===== src/rtl/keypad_pkg.sv =====
// Shared key codes, scanner state encoding and helpers
// for the keypad code entry front end.
package keypad_pkg;

  localparam logic [3:0] KEY_CLEAR = 4'hE;
  localparam logic [3:0] KEY_ENTER = 4'hF;

  typedef enum logic [1:0] {
    SCAN     = 2'd0,
    DEBOUNCE = 2'd1,
    HELD     = 2'd2
  } scan_state_t;

  // Lowest-numbered active-low line wins.
  function automatic logic [1:0] low_idx(
    input logic [3:0] v
  );
    if (!v[0])      return 2'd0;
    else if (!v[1]) return 2'd1;
    else if (!v[2]) return 2'd2;
    else            return 2'd3;
  endfunction

endpackage


===== src/rtl/keypad_scanner.sv =====
// Matrix scanner: row sync, column rotation,
// press debounce and release tracking.
module keypad_scanner
  import keypad_pkg::*;
#(
  parameter int SCAN_DIV        = 4,
  parameter int DEBOUNCE_CYCLES = 16
) (
  input  logic       clk,
  input  logic       reset,
  input  logic [3:0] row,
  output logic [3:0] col,
  output logic       key_event,
  output logic [3:0] key_value
);

  localparam int DW = $clog2(SCAN_DIV + 1);
  localparam int CW = $clog2(DEBOUNCE_CYCLES + 1);
  localparam logic [DW-1:0] DIV_LAST = DW'(SCAN_DIV - 1);
  localparam logic [DW-1:0] SETTLE   = DW'(2);
  localparam logic [CW-1:0] DEB_LAST = CW'(DEBOUNCE_CYCLES - 1);

  logic [3:0]    row_s1;
  logic [3:0]    row_s2;
  scan_state_t   state;
  logic [DW-1:0] div;
  logic [CW-1:0] deb;
  logic [3:0]    pattern;

  always_ff @(posedge clk or negedge reset) begin
    if (!reset) begin
      row_s1 <= 4'hF;
      row_s2 <= 4'hF;
    end else begin
      row_s1 <= row;
      row_s2 <= row_s1;
    end
  end

  always_ff @(posedge clk or negedge reset) begin
    if (!reset) begin
      state     <= SCAN;
      col       <= 4'b1110;
      div       <= '0;
      deb       <= '0;
      pattern   <= 4'hF;
      key_event <= 1'b0;
      key_value <= 4'h0;
    end else begin
      key_event <= 1'b0;
      unique case (state)
        SCAN: begin
          // Rows lag the column by two sync stages; only trust
          // them once the current column has settled through.
          if (div >= SETTLE && row_s2 != 4'hF) begin
            state     <= DEBOUNCE;
            pattern   <= row_s2;
            key_value <= {low_idx(row_s2), low_idx(col)};
            deb       <= CW'(1);
            div       <= '0;
          end else if (div == DIV_LAST) begin
            div <= '0;
            col <= {col[2:0], col[3]};
          end else begin
            div <= div + 1'b1;
          end
        end
        DEBOUNCE: begin
          if (row_s2 != pattern) begin
            state <= SCAN;
            div   <= '0;
          end else if (deb == DEB_LAST) begin
            state     <= HELD;
            key_event <= 1'b1;
            deb       <= '0;
          end else begin
            deb <= deb + 1'b1;
          end
        end
        HELD: begin
          if (row_s2 != 4'hF) begin
            deb <= '0;
          end else if (deb == DEB_LAST) begin
            state <= SCAN;
            div   <= '0;
            deb   <= '0;
          end else begin
            deb <= deb + 1'b1;
          end
        end
        default: begin
          state <= SCAN;
          div   <= '0;
          deb   <= '0;
        end
      endcase
    end
  end

endmodule


===== src/rtl/keypad_code_entry.sv =====
// Keypad code entry: digit buffer, ENTER/CLEAR handling,
// idle timeout and lockout gating on top of the scanner.
module keypad_code_entry
  import keypad_pkg::*;
#(
  parameter int NUM_DIGITS      = 4,
  parameter int SCAN_DIV        = 4,
  parameter int DEBOUNCE_CYCLES = 16,
  parameter int TIMEOUT_CYCLES  = 1024
) (
  input  logic                              clk,
  input  logic                              reset,
  input  logic [3:0]                        row,
  output logic [3:0]                        col,
  input  logic                              lockout,
  output logic [4*NUM_DIGITS-1:0]           code,
  output logic                              code_valid,
  output logic [$clog2(NUM_DIGITS+1)-1:0]   digit_count,
  output logic                              key_error,
  output logic                              entry_busy
);

  localparam int CODE_W = 4 * NUM_DIGITS;
  localparam int CNT_W  = $clog2(NUM_DIGITS + 1);
  localparam int TMO_W  = $clog2(TIMEOUT_CYCLES + 1);
  localparam logic [CNT_W-1:0] FULL     = CNT_W'(NUM_DIGITS);
  localparam logic [TMO_W-1:0] TMO_LAST = TMO_W'(TIMEOUT_CYCLES - 1);

  logic              key_event;
  logic [3:0]        key_value;
  logic [CODE_W-1:0] buffer;
  logic [TMO_W-1:0]  tmo;

  keypad_scanner #(
    .SCAN_DIV        (SCAN_DIV),
    .DEBOUNCE_CYCLES (DEBOUNCE_CYCLES)
  ) u_scanner (
    .clk       (clk),
    .reset     (reset),
    .row       (row),
    .col       (col),
    .key_event (key_event),
    .key_value (key_value)
  );

  assign entry_busy = (digit_count != '0);

  always_ff @(posedge clk or negedge reset) begin
    if (!reset) begin
      buffer      <= '0;
      digit_count <= '0;
      code        <= '0;
      code_valid  <= 1'b0;
      key_error   <= 1'b0;
      tmo         <= '0;
    end else begin
      code_valid <= 1'b0;
      key_error  <= 1'b0;
      if (lockout) begin
        buffer      <= '0;
        digit_count <= '0;
        tmo         <= '0;
      end else if (key_event) begin
        tmo <= '0;
        unique case (1'b1)
          (key_value == KEY_CLEAR): begin
            buffer      <= '0;
            digit_count <= '0;
          end
          (key_value == KEY_ENTER): begin
            if (digit_count == FULL) begin
              code       <= buffer;
              code_valid <= 1'b1;
            end else begin
              key_error <= 1'b1;
            end
            buffer      <= '0;
            digit_count <= '0;
          end
          default: begin
            if (digit_count == FULL) begin
              key_error <= 1'b1;
            end else begin
              buffer      <= (buffer << 4) | CODE_W'(key_value);
              digit_count <= digit_count + 1'b1;
            end
          end
        endcase
      end else if (digit_count != '0) begin
        if (tmo == TMO_LAST) begin
          buffer      <= '0;
          digit_count <= '0;
          tmo         <= '0;
        end else begin
          tmo <= tmo + 1'b1;
        end
      end else begin
        tmo <= '0;
      end
    end
  end

endmodule


===== config.mk =====
export PLATFORM = sky130hd
export DESIGN_NAME = keypad_code_entry
export DESIGN_NICKNAME = d
export VERILOG_FILES = /design/src/rtl/keypad_pkg.sv /design/src/rtl/keypad_scanner.sv /design/src/rtl/keypad_code_entry.sv
export SDC_FILE = /design/constraint.sdc
export NUM_CORES = 1
export LEC_CHECK = 0
export ABC_CLOCK_PERIOD_IN_PS = 2000
export CAP_MARGIN = 0
export CORE_MARGIN = 2
export CORE_UTILIZATION = 25
export CTS_CLUSTER_DIAMETER = 60
export CTS_CLUSTER_SIZE = 25
export DETAILED_ROUTE_END_ITERATION = 7
export GPL_TIMING_DRIVEN = 0
export MAX_ROUTING_LAYER = met4
export SLEW_MARGIN = 0
export SYNTH_ARGS = -nofsm -noshare
export SYNTH_HDL_FRONTEND = slang
export SYNTH_SLANG_ARGS = --single-unit

===== constraint.sdc =====
create_clock -name clk -period 2 [get_ports clk]
set_input_delay 0.4 -clock clk [delete_from_list [all_inputs] [get_ports clk]]
set_output_delay 0.4 -clock clk [all_outputs]
set_load 0.01 [all_outputs]

==> out/metrics.csv <==
metric,value,unit
"Req. time, crit path",2.28,ns
Worst Setup End Kind,flop,
fillers,1268,
flop2flop setup slack,0.14,ns
CP max FO,10,
dpl ws,-0.3785,ns
Worst-path clk slew,0.06,ns
TritonCTS buffer count,9,
Peak VDD IR,0.4344,mV
Die H,118.9,µm
initial DRC count,132,
largest family of logic cells by synthesized area,compound AO/OA/AOI/OAI gates,
overall power,4.088,mW
Synth area leader,dfrtp_1,
post-synthesis simple-gate area fraction,11.65,%
share of Yosys cell area claimed by the top area cell type,48.56,%
vias in the first global route,2155,
post-route clock period utilization,93.05,%
status,"complete, no violations",
placer's final routability congestion estimate,0.7518,
Mapped Nets,276,
Detailed Routing Iterations Pass 1,4,
htree depth,3,
sequential fraction of the synthesis area,60.51,%
HP Class,reg -> reg,
WL/cell,12.12,µm
CP Class,reg -> reg,
Slew Limit Headroom,67.38,%
cell area after synthesis,0.003298,mm²
clock power share,40.3,%
Seq pwr share,45.2,%
Initial Util,25.82,%
Post-Synth Adder-Cell Area,2.276,%
routed via count,2129,
Chip Width,118.9,µm
Critical Path Source Type,flop,
Worst Tran Pin Value,0.4893,ns
hold_ws,0.3551,ns
final core utilization,32.97,%
LEAKAGE,1.899,nW
crit path DAT,2.14,ns
Ports,33,
PortBufs,32,
grt ovf,0,
Core Region,0.01277,mm²
clk buf depth,2,
Synth-to-Final Area Change,27.69,%
Inst Count DP,468,
maximum clock frequency,537.4,MHz
DR vias/cell,4.354,
Post-Synth XOR/XNOR Area,2.921,%
Final min period,1.861,ns
post-DP HPWL,4.259,mm
setup ws final,0.1390,ns
clock tree from TritonCTS,done,
Main synth FF type,dfrtp_1,
"EDFF count, synth",0,
# DRC,0,
first-pass GRT wire length,10.52,mm
combinational group share of total power,14.6,%
ys async rst share,100.0,%
Antenna Diode Count,0,
switching power,1.118,mW
yosys warns,0,
die area,0.01413,mm²
Num Clock Sinks,79,
final hold violations,0,
root buf cell,clkbuf_16,
RSZ-0062 raised after global routing,no,
mux contribution to synthesized area,7.853,%
maxcap violations,0,
GR Util All Layers,9.702,%
#FFs+latches synth,79,
nets,325,
Setup Skew,0.006549,ns
share of layout cells above drive strength 1,16.72,%
Cell Pwr Density,970.7,mW/mm²
"Slew Viols, Final",0,
Avg Synthesized Cell Area,12.54,µm²
commonest cells in the netlist,"dfrtp_1 (64), mux2_1 (22), nand2_1 (22), nor2_1 (19), a22o_1 (18)",
switching share of power,27.35,%
Area contributors post-synth,"dfrtp_1 (49%), dfstp_2 (12%), mux2_1 (7.5%)",
# setup viols final,0,
internal power,2.970,mW
Row Count,41,
initial antenna violation count,0,
final std cells w/o fill,489,
Cells after Synth,263,
Post-DRT Antenna Nets,0,
routed wire length,5.927,mm
Compound-Gate Fraction of Synth Area,12.37,%
Netlist cell types,44,
Clock Latency Late Sink,0.34,ns
most common cell in the netlist,dfrtp_1,
pin count of the biggest net entering global routing,58,
==> state kept, by name, indices dropped and copies added (netlist names), 4 cells and up <==
register	cells
buffer	16
code	16
tmo	11
u_scanner.deb	5
u_scanner.col	4
u_scanner.key_value	4
u_scanner.pattern	4
u_scanner.row_s1	4
u_scanner.row_s2	4
==> cell type report <==
class | instances | area, µm² | share of cell area [%]
inverter | 7 | 26.28 | 0.6239
tap | 172 | 215.2 | 5.110
clock buffer | 9 | 225.2 | 5.348
sequential | 79 | 1996 | 47.39
multi-input combinational | 169 | 1232 | 29.26
timing repair buffer | 38 | 384.1 | 9.121
clock inverter | 7 | 78.83 | 1.872
buffer | 8 | 53.80 | 1.277
==> per-stage QoR <==
step           instance area [µm²]  setup TNS [ns]
6_report                      4212               0
5_1_grt                       4212               0
4_1_cts                       4209               0
3_5_place_dp                  3859          -8.889
3_3_place_gp                  3834         -170.73
2_1_floorplan                 3298               0
==> power groups by stage <==
stage	Combinational (mW)	Sequential, mW	Clock [mW]
finish	0.595	1.85	1.65
global route	0.686	1.87	1.78
CTS	0.608	1.85	1.70
detailed placement	0.605	1.87	0
global placement	0.572	1.87	0
floorplan	0.454	1.85	0
==> path summary, 6_finish.rpt <==
path                                                from                             to  cells past startpoint
setup / recovery                        tmo[0]$_DFF_PN0_     digit_count[1]$_DFFE_PN0P_                      7
hold / removal             u_scanner.row_s1[3]$_DFF_PN1_  u_scanner.row_s2[3]$_DFF_PN1_                      0
setup reg to reg                        tmo[0]$_DFF_PN0_     digit_count[1]$_DFFE_PN0P_                      7
hold reg to reg            u_scanner.row_s1[3]$_DFF_PN1_  u_scanner.row_s2[3]$_DFF_PN1_                      0
max in group asynchronous                          reset  u_scanner.row_s2[0]$_DFF_PN1_                      3
min in group asynchronous                          reset          buffer[8]$_DFFE_PN0P_                      2
==> worst max-delay path: stages, from the launching register on <==
cell and delay, ns:
dfrtp_1 0.42, ha_1 0.28, nand2_1 0.09, and4bb_4 0.20, a211o_4 0.35, o31ai_4 0.13, buf_8 0.20, a22o_1 0.13
==> routing by layer <==
metal  up-vias  part of all wire [%]  track usage (%)
li1       1035                     -                -
met1      1047                    46            11.41
met2        35                    48            14.69
met3        12                   4.6            3.879
met4         0                   1.5            4.241
met5         -                     0                -
==> placed cells by master, fill, tap and decap left out, drive strengths merged, types with 11 or more instances in the layout <==
cell type      instances
clkbuf                12
nor2                  19
a22o                  18
mux2                  23
dfstp                 15
buf                   11
clkdlybuf4s50         30
nand2                 22
o21ai                 14
dfrtp                 64
==> timing repair <==
action | 4_1_cts | 5_1_grt
endpoints found under the setup margin | 10 | 10
hold buffers | 1 | 0
endpoints found under the hold margin | 22 | 0
pin swaps | 1 | 0
resized for setup | 2 | 1
buffers inserted | 4 | 0
==> cells by family after synthesis <==
family	after synthesis
flops	79
xor+xnor	11
mux	23
compound gates	56
fa+ha+maj	6
buf+inv	15
simple gates	73
Power figures use the tool's default switching activity.
